[src/rtl/mfsk_dds_mod_if.sv]
// mfsk_dds_mod_if
//   Word handshake between the data source and the MFSK modulator.
//   data_in    : word to transmit (DATA_W bits)
//   data_valid : data_in is valid
//   data_ready : modulator accepts data_in this cycle
//   Modports: master (data source), slave (modulator).
interface mfsk_dds_mod_if #(
    parameter int unsigned DATA_W = 8
);
    logic [DATA_W-1:0] data_in;
    logic              data_valid;
    logic              data_ready;

    modport master (output data_in, output data_valid, input data_ready);
    modport slave  (input data_in, input data_valid, output data_ready);
endinterface

[src/rtl/mfsk_dds_mod.sv]
// mfsk_dds_mod
//   M-ary continuous-phase FSK modulator. Words arriving on the handshake
//   are sliced MSB-first into BITS_PER_SYM-bit symbols; each symbol selects
//   a DDS tuning word. A free-running sample ticker reads the sine LUT and
//   ships each 12-bit sample to an MCP4921-style DAC as a 16-bit SPI frame.
// Ports
//   i_clk, i_reset : clock, synchronous active-high reset
//   bus (slave)    : data_in / data_valid / data_ready word handshake
//   o_busy         : a word is being transmitted
//   o_sym_strobe   : one-cycle pulse on the first clock of each symbol
//   o_cs_dac       : DAC chip select, active low
//   o_sclk_dac     : DAC serial clock, SPI mode 0
//   o_mosi_dac     : DAC serial data, MSB first
module mfsk_dds_mod #(
    parameter int unsigned DATA_W       = 8,
    parameter int unsigned BITS_PER_SYM = 1,
    parameter int unsigned SYM_DIV      = 50000,
    parameter int unsigned SAMPLE_DIV   = 250,
    parameter int unsigned PHASE_W      = 24,
    parameter int unsigned LUT_AW       = 8,
    parameter int unsigned FTW_BASE     = 838861,
    parameter int unsigned FTW_STEP     = 838861,
    parameter int unsigned SCLK_DIV     = 4,
    parameter logic [3:0]  DAC_CFG      = 4'b0011
) (
    input  logic          i_clk,
    input  logic          i_reset,
    mfsk_dds_mod_if.slave bus,
    output logic          o_busy,
    output logic          o_sym_strobe,
    output logic          o_cs_dac,
    output logic          o_sclk_dac,
    output logic          o_mosi_dac
);
    localparam int unsigned NSYM      = DATA_W / BITS_PER_SYM;
    localparam int unsigned SC_W      = (SYM_DIV > 1) ? $clog2(SYM_DIV) : 1;
    localparam int unsigned SL_W      = $clog2(NSYM + 1);
    localparam int unsigned TW        = (SAMPLE_DIV > 1) ? $clog2(SAMPLE_DIV) : 1;
    localparam int unsigned DW        = (SCLK_DIV > 1) ? $clog2(SCLK_DIV) : 1;
    localparam int          LUT_DEPTH = 2 ** LUT_AW;

    localparam logic [SC_W-1:0] SYM_LAST  = SC_W'(SYM_DIV - 1);
    localparam logic [TW-1:0]   TICK_LAST = TW'(SAMPLE_DIV - 1);
    localparam logic [DW-1:0]   DIV_LAST  = DW'(SCLK_DIV - 1);
    localparam logic [11:0]     MID_SCALE = 12'h800;

    typedef enum logic {S_IDLE, S_RUN} state_t;

    // Full-wave offset-binary sine table, evaluated at elaboration.
    function automatic logic [11:0] sine_entry(input int unsigned idx);
        real ang;
        ang = 2.0 * 3.141592653589793 * real'(idx) / real'(LUT_DEPTH);
        return 12'($rtoi(2048.0 + 2047.0 * $sin(ang) + 0.5));
    endfunction

    logic [11:0] w_lut [LUT_DEPTH];
    for (genvar g = 0; g < LUT_DEPTH; g++) begin : g_lut
        assign w_lut[g] = sine_entry(g);
    end

    state_t                  r_state, w_state_next;
    logic [DATA_W-1:0]       r_shift;
    logic [SC_W-1:0]         r_sym_cnt;
    logic [SL_W-1:0]         r_sym_left;
    logic                    r_sym_strobe;
    logic [TW-1:0]           r_tick_cnt;
    logic [PHASE_W-1:0]      r_phase;
    logic [11:0]             r_sample;
    logic                    r_start;
    logic                    r_spi_active, r_spi_half, r_cs, r_sclk, r_mosi;
    logic [DW-1:0]           r_div_cnt;
    logic [3:0]              r_bit_idx;
    logic [15:0]             r_spi_shift;

    logic                    w_sym_wrap, w_last, w_ready, w_accept, w_tick;
    logic [BITS_PER_SYM-1:0] w_tone;
    logic [PHASE_W-1:0]      w_ftw;

    assign w_sym_wrap = (r_state == S_RUN) && (r_sym_cnt == SYM_LAST);
    assign w_last     = w_sym_wrap && (r_sym_left == '0);
    assign w_ready    = (r_state == S_IDLE) || w_last;
    assign w_accept   = bus.data_valid && w_ready;
    assign w_tick     = (r_tick_cnt == TICK_LAST);
    assign w_tone     = r_shift[DATA_W-1 -: BITS_PER_SYM];
    assign w_ftw      = PHASE_W'(FTW_BASE) + PHASE_W'(w_tone) * PHASE_W'(FTW_STEP);

    assign bus.data_ready = w_ready;
    assign o_busy         = (r_state == S_RUN);
    assign o_sym_strobe   = r_sym_strobe;
    assign o_cs_dac       = r_cs;
    assign o_sclk_dac     = r_sclk;
    assign o_mosi_dac     = r_mosi;

    always_ff @(posedge i_clk) begin
        if (i_reset) r_state <= S_IDLE;
        else         r_state <= w_state_next;
    end

    always_comb begin
        w_state_next = r_state;
        case (r_state)
            S_IDLE:  if (w_accept) w_state_next = S_RUN;
            S_RUN:   if (w_last && !bus.data_valid) w_state_next = S_IDLE;
            default: w_state_next = S_IDLE;
        endcase
    end

    // Symbol slicing. An accept on the last clock of a word reloads in
    // place, so back-to-back words run without a gap.
    always_ff @(posedge i_clk) begin
        if (i_reset) begin
            r_shift      <= '0;
            r_sym_cnt    <= '0;
            r_sym_left   <= '0;
            r_sym_strobe <= 1'b0;
        end else begin
            r_sym_strobe <= w_accept || (w_sym_wrap && !w_last);
            if (w_accept) begin
                r_shift    <= bus.data_in;
                r_sym_cnt  <= '0;
                r_sym_left <= SL_W'(NSYM - 1);
            end else if (r_state == S_RUN) begin
                if (w_sym_wrap) begin
                    r_sym_cnt  <= '0;
                    r_shift    <= r_shift << BITS_PER_SYM;
                    r_sym_left <= r_sym_left - SL_W'(1);
                end else begin
                    r_sym_cnt <= r_sym_cnt + SC_W'(1);
                end
            end
        end
    end

    // Sample ticker and phase accumulator; phase only clears when a word
    // ends without a follow-on, keeping phase continuous across symbols.
    always_ff @(posedge i_clk) begin
        if (i_reset) begin
            r_tick_cnt <= '0;
            r_phase    <= '0;
            r_sample   <= MID_SCALE;
            r_start    <= 1'b0;
        end else begin
            r_tick_cnt <= w_tick ? '0 : r_tick_cnt + TW'(1);
            r_start    <= w_tick;
            if (w_tick)
                r_sample <= (r_state == S_RUN) ? w_lut[r_phase[PHASE_W-1 -: LUT_AW]] : MID_SCALE;
            if ((r_state == S_RUN) && (w_state_next == S_IDLE))
                r_phase <= '0;
            else if (w_tick && (r_state == S_RUN))
                r_phase <= r_phase + w_ftw;
        end
    end

    // SPI frame: per bit SCLK_DIV clocks low (mosi changes on entry), then
    // SCLK_DIV clocks high; after bit 0 both cs and sclk return idle.
    always_ff @(posedge i_clk) begin
        if (i_reset) begin
            r_spi_active <= 1'b0;
            r_spi_half   <= 1'b0;
            r_cs         <= 1'b1;
            r_sclk       <= 1'b0;
            r_mosi       <= 1'b0;
            r_div_cnt    <= '0;
            r_bit_idx    <= '0;
            r_spi_shift  <= '0;
        end else if (r_start) begin
            r_spi_active <= 1'b1;
            r_spi_half   <= 1'b0;
            r_cs         <= 1'b0;
            r_sclk       <= 1'b0;
            r_mosi       <= DAC_CFG[3];
            r_div_cnt    <= '0;
            r_bit_idx    <= 4'd15;
            r_spi_shift  <= {DAC_CFG, r_sample};
        end else if (r_spi_active) begin
            if (r_div_cnt == DIV_LAST) begin
                r_div_cnt <= '0;
                if (!r_spi_half) begin
                    r_spi_half <= 1'b1;
                    r_sclk     <= 1'b1;
                end else if (r_bit_idx == 4'd0) begin
                    r_spi_active <= 1'b0;
                    r_spi_half   <= 1'b0;
                    r_cs         <= 1'b1;
                    r_sclk       <= 1'b0;
                    r_mosi       <= 1'b0;
                end else begin
                    r_spi_half <= 1'b0;
                    r_sclk     <= 1'b0;
                    r_bit_idx  <= r_bit_idx - 4'd1;
                    r_mosi     <= r_spi_shift[r_bit_idx - 4'd1];
                end
            end else begin
                r_div_cnt <= r_div_cnt + DW'(1);
            end
        end
    end
endmodule

[src/flat_wrapper.sv]
// flat-port wrapper written by rule: the top's interface ports become plain ports
module mfsk_dds_mod_flat 
#(
    parameter int unsigned DATA_W       = 8,
    parameter int unsigned BITS_PER_SYM = 1,
    parameter int unsigned SYM_DIV      = 50000,
    parameter int unsigned SAMPLE_DIV   = 250,
    parameter int unsigned PHASE_W      = 24,
    parameter int unsigned LUT_AW       = 8,
    parameter int unsigned FTW_BASE     = 838861,
    parameter int unsigned FTW_STEP     = 838861,
    parameter int unsigned SCLK_DIV     = 4,
    parameter logic [3:0]  DAC_CFG      = 4'b0011
)
  (i_clk, i_reset, o_busy, o_sym_strobe, o_cs_dac, o_sclk_dac, o_mosi_dac, bus_data_in, bus_data_valid, bus_data_ready);
  mfsk_dds_mod_if #(.DATA_W(DATA_W)) bus_i ();
  input  logic i_clk;
  input  logic i_reset;
  output logic o_busy;
  output logic o_sym_strobe;
  output logic o_cs_dac;
  output logic o_sclk_dac;
  output logic o_mosi_dac;
  input wire logic [$bits(bus_i.data_in)-1:0] bus_data_in;
  input wire logic [$bits(bus_i.data_valid)-1:0] bus_data_valid;
  output wire logic [$bits(bus_i.data_ready)-1:0] bus_data_ready;
  assign bus_i.data_in = bus_data_in;
  assign bus_i.data_valid = bus_data_valid;
  assign bus_data_ready = bus_i.data_ready;
  mfsk_dds_mod #(.DATA_W(DATA_W), .BITS_PER_SYM(BITS_PER_SYM), .SYM_DIV(SYM_DIV), .SAMPLE_DIV(SAMPLE_DIV), .PHASE_W(PHASE_W), .LUT_AW(LUT_AW), .FTW_BASE(FTW_BASE), .FTW_STEP(FTW_STEP), .SCLK_DIV(SCLK_DIV), .DAC_CFG(DAC_CFG)) u_core (.i_clk(i_clk), .i_reset(i_reset), .bus(bus_i), .o_busy(o_busy), .o_sym_strobe(o_sym_strobe), .o_cs_dac(o_cs_dac), .o_sclk_dac(o_sclk_dac), .o_mosi_dac(o_mosi_dac));
endmodule
[config.mk]
export PLATFORM = sky130hd
export DESIGN_NAME = mfsk_dds_mod_flat
export DESIGN_NICKNAME = d
export VERILOG_FILES = /design/src/rtl/mfsk_dds_mod_if.sv /design/src/rtl/mfsk_dds_mod.sv /design/src/flat_wrapper.sv
export SDC_FILE = /design/constraint.sdc
export NUM_CORES = 1
export LEC_CHECK = 0
export BUFFER_PORTS_ARGS = -buffer_cell sky130_fd_sc_hd__buf_2
export CORE_MARGIN = 3
export CORE_UTILIZATION = 50
export CTS_CLUSTER_SIZE = 24
export DETAILED_ROUTE_END_ITERATION = 8
export PLACE_DENSITY = 0.65
export SETUP_SLACK_MARGIN = 0.2
export SYNTH_ARGS = -nofsm -noshare
export SYNTH_HDL_FRONTEND = slang
export SYNTH_SLANG_ARGS = --single-unit
export TNS_END_PERCENT = 10
[constraint.sdc]
create_clock -name i_clk -period 2.9 [get_ports i_clk]
set_input_delay 0.58 -clock i_clk [delete_from_list [all_inputs] [get_ports i_clk]]
set_output_delay 0.58 -clock i_clk [all_outputs]
set_load 0.05 [all_outputs]
Word level (Yosys, flattened, before mapping)
Memory sizes are Yosys's and may differ from the RTL's.
Index checks and enable logic that the tools add are counted.

word-level totals
  register bits after elaboration = 98
  memory bits (read-only) = 3072
  input bits = 11
  output and inout bits = 6
  logic and storage cells = 97
  memories kept = 1

memories
  name              depth  width  rd ports  clocked after memory_dff  wr ports  line                 RTL
  (name not given)  256    12     1         0                         0         mfsk_dds_mod.sv:146  r_sample <= (r_state == S_RUN) ? w_lut[r_phase[PHASE_W-1 -: LUT_AW]] : MID_SCALE;

cells by class
  $add $sub $neg = 7
  multiply operators = 1
  $lt $le $gt $ge = 2
  equality and inequality tests = 4
  mux-type cells = 33
  bitwise gates (word level) = 3
  reduce and logical (&&, ||, !) cells = 29

operator list
  operator                                                               number
  12-bit 2-to-1 mux                                                      3
  24-bit adder                                                           1
  8-bit 2-to-1 mux                                                       3
  20-bit by 21-bit adder with 22-bit output (first input constant)       1
  1-bit by 20-bit multiplier with 21-bit output (second input constant)  1
  4-bit 2-to-1 mux                                                       5
  16-bit by 1-bit adder with 16-bit output (second input constant)       1
  16-bit == test (second input constant)                                 1
  16-bit 2-to-1 mux                                                      1
  1-bit 2-to-1 mux                                                       15
  2-bit nonzero test                                                     6
  9-bit >= comparator (second input constant)                            1
  3-bit 2-to-1 mux                                                       3
  8-bit inverter with 9-bit output                                       1
  8-bit by 1-bit adder with 8-bit output (second input constant)         1
  8-bit == test (second input constant)                                  1
  4-bit zero test                                                        2
  4-bit AND reduction                                                    2
  2-bit OR reduction                                                     4
  4-bit by 1-bit subtractor with 4-bit output (second input constant)    2
  1-bit logical AND                                                      7
  2-bit AND reduction                                                    3
  4-bit by 5-bit < comparator with 1-bit output (second input constant)  1
  1-bit binary-select mux with 4-bit select                              1
  other kinds (9)                                                        12

Logic depth before layout (Yosys ltp)
Gate-level depths: netlist of run 1.

  word-level depth = 10
  gate-level depth with buffers = 11
  gate-level depth less buffers = 9

Worst setup path after synthesis of run 1
Ideal clock, no wire load.

  path kind = flip-flop to flip-flop
  from = register u_core.r_phase[17]
  to = register u_core.r_sample[4]
  setup time = 0.116 ns
  arrival time = 2.900 ns
  required time = 2.784 ns
  path slack = -0.116 ns
  stages on the path, launching flop included = 12
  buffers on the path = 3
  clock period less this slack = 3.016 ns
  path through = dfxtp_1 > clkbuf_1 > clkinv_1 > ha_1 > clkbuf_1 > clkbuf_1 > mux2i_1 > o21ai_0 > a31oi_1 > o311ai_0 > o31ai_1 > a31o_2

between the ends
  word-level cells in the longest chain between the ends = 5

RTL lines
  item                                                    line                 RTL
  start, declared                                         mfsk_dds_mod.sv:67   logic [PHASE_W-1:0] r_phase;
  start signal, assigned                                  mfsk_dds_mod.sv:150  r_phase <= r_phase + w_ftw;
  8-bit inverter with 9-bit output (not written as such)  mfsk_dds_mod.sv:146
  memory read 256 x 12 bit                                -
  12-bit 2-to-1 mux (not written as such) (2 in series)   mfsk_dds_mod.sv:146
  12-bit 2-to-1 mux                                       mfsk_dds_mod.sv:146
  end signal, assigned                                    mfsk_dds_mod.sv:146
  end, declared                                           mfsk_dds_mod.sv:68   logic [11:0] r_sample;

Every way passes these cells. The select of a mux whose other input is x is not followed.
A chain may end at the register's enable or synchronous reset.

Worst setup path in the final report of run 1
  from = register u_core.r_sym_cnt[7]
  to = output bus_data_ready

between the ends
  word-level cells in the longest chain between the ends = 4

RTL lines
  item                    line                 RTL
  start, declared         mfsk_dds_mod.sv:63   logic [SC_W-1:0] r_sym_cnt;
  start signal, assigned  mfsk_dds_mod.sv:128  r_sym_cnt <= r_sym_cnt + SC_W'(1);
  16-bit == test          mfsk_dds_mod.sv:79   assign w_sym_wrap = (r_state == S_RUN) && (r_sym_cnt == SYM_LAST);
  1-bit logical AND       mfsk_dds_mod.sv:79
  1-bit logical AND       mfsk_dds_mod.sv:80   assign w_last = w_sym_wrap && (r_sym_left == '0);
  1-bit logical OR        mfsk_dds_mod.sv:81   assign w_ready = (r_state == S_IDLE) || w_last;
  end, declared           flat_wrapper.sv:26   output wire logic [$bits(bus_i.data_ready)-1:0] bus_data_ready;

Every way passes these cells.

==> results.cfg, run 1 <==
[run_status]
outcome = complete, no violations

[worst_hold_path]
holdCritStartpoint = u_core.r_phase[0]
min_path_type = register to register

[detailed_routing]
drc = 0
drt-pass1-iter-count = 7
wl_met1_mm = 12.6
viasPerCell = 6.67
wl_mm = 30.0
avgRoutedWirePerCell_um = 22.3
ant_nets = 0
dr.first_iter.drc_count = 1096
wl_met3_mm = 3.68
vias = 8948
top_layer = met4
wl_met2_mm = 12.3

[synth]
synth-edff-count = 0
synth_cells = 1114
ys_seq_area_share_pct = 23.8
yosys_warnings = 0
synthFlopType = dfxtp_1
ys_seq_elements = 98
synth_cell_types = 84
syn_area_sq_mm = 0.00823
syn_nets = 1156
syn_area_per_cell_sq_um = 7.38
async_flop_share_pct = 0

[die]
chipHeight_um = 134
start_util_pct = 51.4
chipWidth_um = 134
core-area_sq_mm = 0.0160
pin_count = 17
dieArea_sq_mm = 0.0180
rows = 46

[final_layout]
multi_input_area_sq_mm = 0.00579
ff_latch_area_sq_mm = 0.00198
drive_gt1_share_pct = 14.1
antenna_cells = 0
area_growth_pct = 11.1
fill_cells = 1541
fin_nets = 1163

[clock_network]
clkLatencyLatePin_ns = 0.36
cts_tree = done
h-tree-depth = 3
clock_sinks = 98
cts_buffers = 9
hold_buffers = 0
root_buffer = clkbuf_16
clk_path_buf_depth = 2
clk_pin_slew_worst_paths_ns = 0.07

[pwr]
clockPowerShare_pct = 45.4
p_sw_uw = 712
combPwrFrac_pct = 6.1
leakagePower_nw = 3.22
internal_power_mw = 2.12
swShare_pct = 25.1
p_seq_share_pct = 48.5
irDropWorstVdd_uv = 324
p_per_area_mw_per_mm2 = 310

[sta]
hold_violations = 0
finalSetupViolCount = 0
fmax_mhz = 365
setup_tns_ns = 0
holdWs_ns = 0.458
max_slew_margin_pct = 28.9
period_needed_ns = 2.74
worstMarginPinSlew_ns = 1.06
period_share_pct = 94.5
rsz0062_at_grt = true
drv_slew = 0
fin_skew_ns = 0.0120

[critical_path]
cp-end-kind = output pin
critical_path_required_ns = 2.32
critPathArrivalTime_ns = 2.16
critical_path_class = register to output pin
start_kind = register
startpoint = u_core.r_sym_cnt[7]
r2r-start = u_core.r_phase[19]
cp_max_fo = 3

[global_routing]
grt_first_pass_wirelength_mm = 46.5
gr-usage-all-layers_pct = 32.5
grt_max_degree = 71
grt_pass1_vias = 8321
grt_antenna_before_repair = 0
grt-ovfl-total = 0

[placement]
routabilityCongestion = 1.06
io_buffers = 16
dp_hpwl_mm = 21.2

[run]
maxCapViolCount = 0
[final timing paths]
check | to | slack, ns | depth (start not counted)
max | bus_data_ready | 0.16 | 4
min reg2reg | u_core.r_phase[0] | 0.46 | 2
max reg2reg | u_core.r_sample[3] | 0.22 | 6
min | u_core.r_phase[0] | 0.46 | 2
[through the flow]
step / power, mW / util [%] / instances / instance area (sq um) / setup WS (ns)
after detailed placement: 1.57 / 54.7 / 1320 / 8750 / 0.298
after global placement: 1.57 / 54.7 / 1320 / 8750 / 0.335
after CTS: 2.88 / 57.0 / 1340 / 9120 / 0.131
after floorplan: 1.53 / - / 1114 / 8230 / 0.218
after global routing: 2.95 / 57.1 / 1342 / 9140 / 0.115
final: 2.83 / 57.1 / 1342 / 9140 / 0.159
[synthesized netlist by cell type (8+ instances only)]
master       n  area [sq um]
a21oi_1     85           425
ha_1        30           375
or2_2       11          68.8
o311ai_0    12           105
o2111ai_1   13           114
o21ai_0     69           345
nand3_1     33           165
nor3_1      37           185
mux2i_1     28           280
dfxtp_1     98          1960
buf_1       10          37.5
clkbuf_1    69           259
xor2_1      23           201
nor2b_1     30           188
nand3b_1     8          60.1
a311oi_1    10          87.6
xnor2_1     15           131
buf_2       12          60.1
nor2_1     125           469
o211ai_1    19           143
o31ai_1      8          60.1
a31oi_1     22           138
and2_1      10          62.6
nand2_1     87           327
nand2b_1    31           194
nand4_1     11          68.8
a211oi_1    24           180
and3_1      12          75.1
inv_1       23          86.3
[area by class of cell]
cell class,count,share of cell area [%]
Tap cell,216,2.96
Clock inverter,7,1.05
Inverter,26,1.08
Multi-Input combinational cell,896,63.3
Timing Repair Buffer,90,7.47
Clock buffer,9,2.46
Sequential cell,98,21.7
[logic make-up after synthesis]
kind of cell	share of synthesized area [%]
and+or+nand+nor	26.9
AOI/OAI and AO/OA	28.9
buffers and inverters	5.84
DFF	23.8
muxes	5.73
xor gates and xnor gates	4.05
adders and majority gates	4.81
[power groups by stage]
stage / logic [mW] / clock network (mW) / registers (mW)
floorplan: 0.120 / 0 / 1.41
global placement: 0.163 / 0 / 1.41
detailed placement: 0.166 / 0 / 1.41
CTS: 0.169 / 1.33 / 1.38
global route: 0.191 / 1.38 / 1.38
finish: 0.172 / 1.29 / 1.38
[timing repair]
action                                  4_1_cts  5_1_grt
gates resized for setup                       6        6
buffers inserted                              4        2
endpoints found under the setup margin        1        9
pin swaps                                     3        2
[cells in the final DEF, fill, tap and decap left out, drive strengths merged, types with 7 or more instances in the layout]
master / Yosys / layout
xor2: 23 / 23
nand2: 89 / 89
o31ai: 8 / 8
nand2b: 31 / 31
inv: 23 / 26
a211o: 7 / 7
o211ai: 19 / 19
mux2i: 28 / 28
nor3: 37 / 37
and3: 12 / 12
nor2: 125 / 125
dfxtp: 98 / 98
a21oi: 85 / 85
nand3b: 8 / 8
clkbuf: 69 / 9
nand3: 33 / 33
ha: 30 / 30
o22ai: 7 / 7
o2111ai: 13 / 13
xnor2: 15 / 15
a31oi: 22 / 22
nand4: 11 / 11
buf: 25 / 90
nor2b: 30 / 30
a211oi: 25 / 25
o21a: 7 / 7
a311oi: 10 / 10
or3: 7 / 7
or2: 12 / 12
o21ai: 70 / 70
o311ai: 12 / 12
and2: 11 / 11
[per-layer routing]
layer,global-route usage [%],vias up
met1,44.3,4107
met5,0,-
met3,11.4,125
met4,12.7,0
met2,47.1,576
li1,-,4140
[worst max-delay path, stage by stage (launching register included)]
cell,delay (ns)
dfxtp_2,0.33
or4b_4,0.54
or4_4,0.59
o21ai_4,0.18
buf_8,0.17
[state kept, by name, summed over array words and instances (netlist names), 2 cells and up]
name                cells
u_core.r_bit_idx        4
u_core.r_div_cnt        2
u_core.r_phase         24
u_core.r_sample        12
u_core.r_shift          8
u_core.r_spi_shift     13
u_core.r_sym_cnt       16
u_core.r_sym_left       4
u_core.r_tick_cnt       8
(Power assumes the default switching activity.)
==> inputs of run 2 (changes only) <==
--- a/config.mk
+++ b/config.mk
@@ -6,11 +6,13 @@
 export NUM_CORES = 1
 export LEC_CHECK = 0
 export BUFFER_PORTS_ARGS = -buffer_cell sky130_fd_sc_hd__buf_2
+export CELL_PAD_IN_SITES_DETAIL_PLACEMENT = 0
+export CELL_PAD_IN_SITES_GLOBAL_PLACEMENT = 1
 export CORE_MARGIN = 3
-export CORE_UTILIZATION = 50
+export CORE_UTILIZATION = 43
 export CTS_CLUSTER_SIZE = 24
 export DETAILED_ROUTE_END_ITERATION = 8
-export PLACE_DENSITY = 0.65
+export PLACE_DENSITY = 0.74
 export SETUP_SLACK_MARGIN = 0.2
 export SYNTH_ARGS = -nofsm -noshare
 export SYNTH_HDL_FRONTEND = slang
==> constraint.sdc (replaced) <==
create_clock -name i_clk -period 2.4 [get_ports i_clk]
set_input_delay 0.48 -clock i_clk [delete_from_list [all_inputs] [get_ports i_clk]]
set_output_delay 0.48 -clock i_clk [all_outputs]
set_load 0.05 [all_outputs]
==> results.cfg, run 2 (synthesized netlist as in run 1, its figures left out) <==
[clock_network]
clk_path_buf_depth = 2
h-tree-depth = 3
clkLatencyLatePin_ns = 0.36
root_buffer = clkbuf_16
clk_pin_slew_worst_paths_ns = 0.08
clock_sinks = 98
cts_tree = done
cts_buffers = 9

[global_routing]
grt_antenna_before_repair = 0
gr-usage-all-layers_pct = 30.4
grt_max_degree = 53
grt-ovfl-total = 0
grt_first_pass_wirelength_mm = 49.2
grt_pass1_vias = 8781

[die]
chipHeight_um = 144
dieArea_sq_mm = 0.0208
core-area_sq_mm = 0.0184
pin_count = 17
chipWidth_um = 144
rows = 49
start_util_pct = 44.7

[final_layout]
reg_top3 = u_core.r_phase x24, u_core.r_sym_cnt x16, u_core.r_spi_shift x13
final_common_cell = buf_4
fill_cells = 1710
final_cell_mix = 168 x buf_4, 120 x nor2_1, 87 x nand2_1
top_register = u_core.r_phase
largest_register_ffs = 24
antenna_cells = 0
utilization_pct = 58.7
fin_nets = 1279
drive_gt1_share_pct = 29.6
fin_area_sq_mm = 0.0108
stdcell_count = 1471
ff_latch_area_sq_mm = 0.00199
multi_input_area_sq_mm = 0.00639
area_growth_pct = 31.3

[run_status]
violations = negative setup slack
outcome = finished with violations

[critical_path]
critical_path_required_ns = 1.92
rrSetupSlack_ns = -0.02
crit_end = bus_data_ready
r2r_end = u_core.r_shift[7]
cp_slowest_cell = or4_4
max_stage_delay_ns = 0.59
cp_max_fo = 3
reg2reg_depth = 8
critPathArrivalTime_ns = 2.16
critical_path_class = register to output pin
r2r-start = u_core.r_sym_cnt[13]
start_kind = register
cp_cell_sequence = or4bb_4, or4_4, o21ai_4, buf_6
startpoint = u_core.r_sym_cnt[13]
cp-end-kind = output pin

[placement]
dpl_cell_area_sq_mm = 0.00966
io_buffers = 16
routabilityCongestion = 1.01
dp_cells = 1431
dp_hpwl_mm = 23.0

[sta]
hold_violations = 0
fmax_mhz = 379
worstMarginPinSlew_ns = 0.912
setup_ws_ns = -0.239
fin_skew_ns = 0.0127
drv_slew = 0
finalSetupViolCount = 2
rsz0062_at_grt = true
holdWs_ns = 0.397
period_needed_ns = 2.64
max_slew_margin_pct = 38.8
period_share_pct = 110

[pwr]
p_per_area_mw_per_mm2 = 326
p_sw_uw = 905
swShare_pct = 25.7
irDropWorstVdd_uv = 358
leakagePower_nw = 3.93
clockPowerShare_pct = 45.1
p_seq_share_pct = 47.1
combPwrFrac_pct = 7.8
power_mw = 3.53
internal_power_mw = 2.62

[detailed_routing]
viasPerCell = 6.53
vias = 9605
ant_nets = 0
avgRoutedWirePerCell_um = 22.1
dr.first_iter.drc_count = 1072
wl_mm = 32.5
drt-pass1-iter-count = 6
drc = 0

[run]
maxCapViolCount = 0

[worst_hold_path]
min_path_type = primary input to register
[run 2: area by class of cell]
cell class / instances / share of cell area (%)
Clock buffer: 10 / 2.21
Multi-Input combinational cell: 896 / 59.2
Tap cell: 229 / 2.65
Inverter: 26 / 1.02
Timing Repair Buffer: 206 / 15.8
Sequential cell: 98 / 18.4
Clock inverter: 6 / 0.764
[run 2: stage by stage]
stage | setup TNS [ns] | setup slack [ns]
detailed placement | -0.255 | -0.0844
global route | -0.547 | -0.280
global placement | -0.207 | -0.0821
floorplan | -0.570 | -0.0497
CTS | -0.279 | -0.238
finish | -0.263 | -0.239
[run 2: how the worst min path moves through the flow]
stage / startpoint / endpoint / slack (ns) / cells past startpoint
after floorplan: u_core.r_sample[0] / u_core.r_sample[0] / 0.42 / 2
after global placement: u_core.r_sample[0] / u_core.r_sample[0] / 0.44 / 2
after detailed placement: u_core.r_sample[0] / u_core.r_sample[0] / 0.45 / 2
after CTS: bus_data_in[0] / u_core.r_shift[0] / 0.39 / 3
after global routing: bus_data_in[0] / u_core.r_shift[0] / 0.41 / 3
final: bus_data_in[0] / u_core.r_shift[0] / 0.40 / 3
[run 2: critical path: cells and delay by family, from the launching register on]
family / cells / cell delay, ns
AND/OR/NAND/NOR: 2 / 1.13
flip-flops: 1 / 0.32
AO/OA/AOI/OAI: 1 / 0.18
buffers and inverters: 1 / 0.17
[run 2: power groups by stage]
| stage | sequential, mW | combinational [mW] | clock, mW |
|---|---|---|---|
| after floorplan | 1.71 | 0.146 | 0 |
| after global placement | 1.70 | 0.230 | 0 |
| after detailed placement | 1.70 | 0.232 | 0 |
| after CTS | 1.66 | 0.251 | 1.65 |
| after global routing | 1.67 | 0.300 | 1.70 |
| final | 1.66 | 0.274 | 1.59 |
[run 2: routing by layer]
| layer | GRT usage [%] | wire length (um) | vias up |
|---|---|---|---|
| met5 | 0 | 0 | - |
| met4 | 9.92 | 1280 | 0 |
| met3 | 10.2 | 3970 | 129 |
| met2 | 45.1 | 13700 | 640 |
| met1 | 41.5 | 13600 | 4468 |
| li1 | - | - | 4368 |
[run 2: timing repair]
action,CTS,global route
setup endpoints to repair,49,51
buffers inserted,11,13
gates resized for setup,83,76
gates cloned,0,0
hold buffers,0,0
pin swaps,28,38
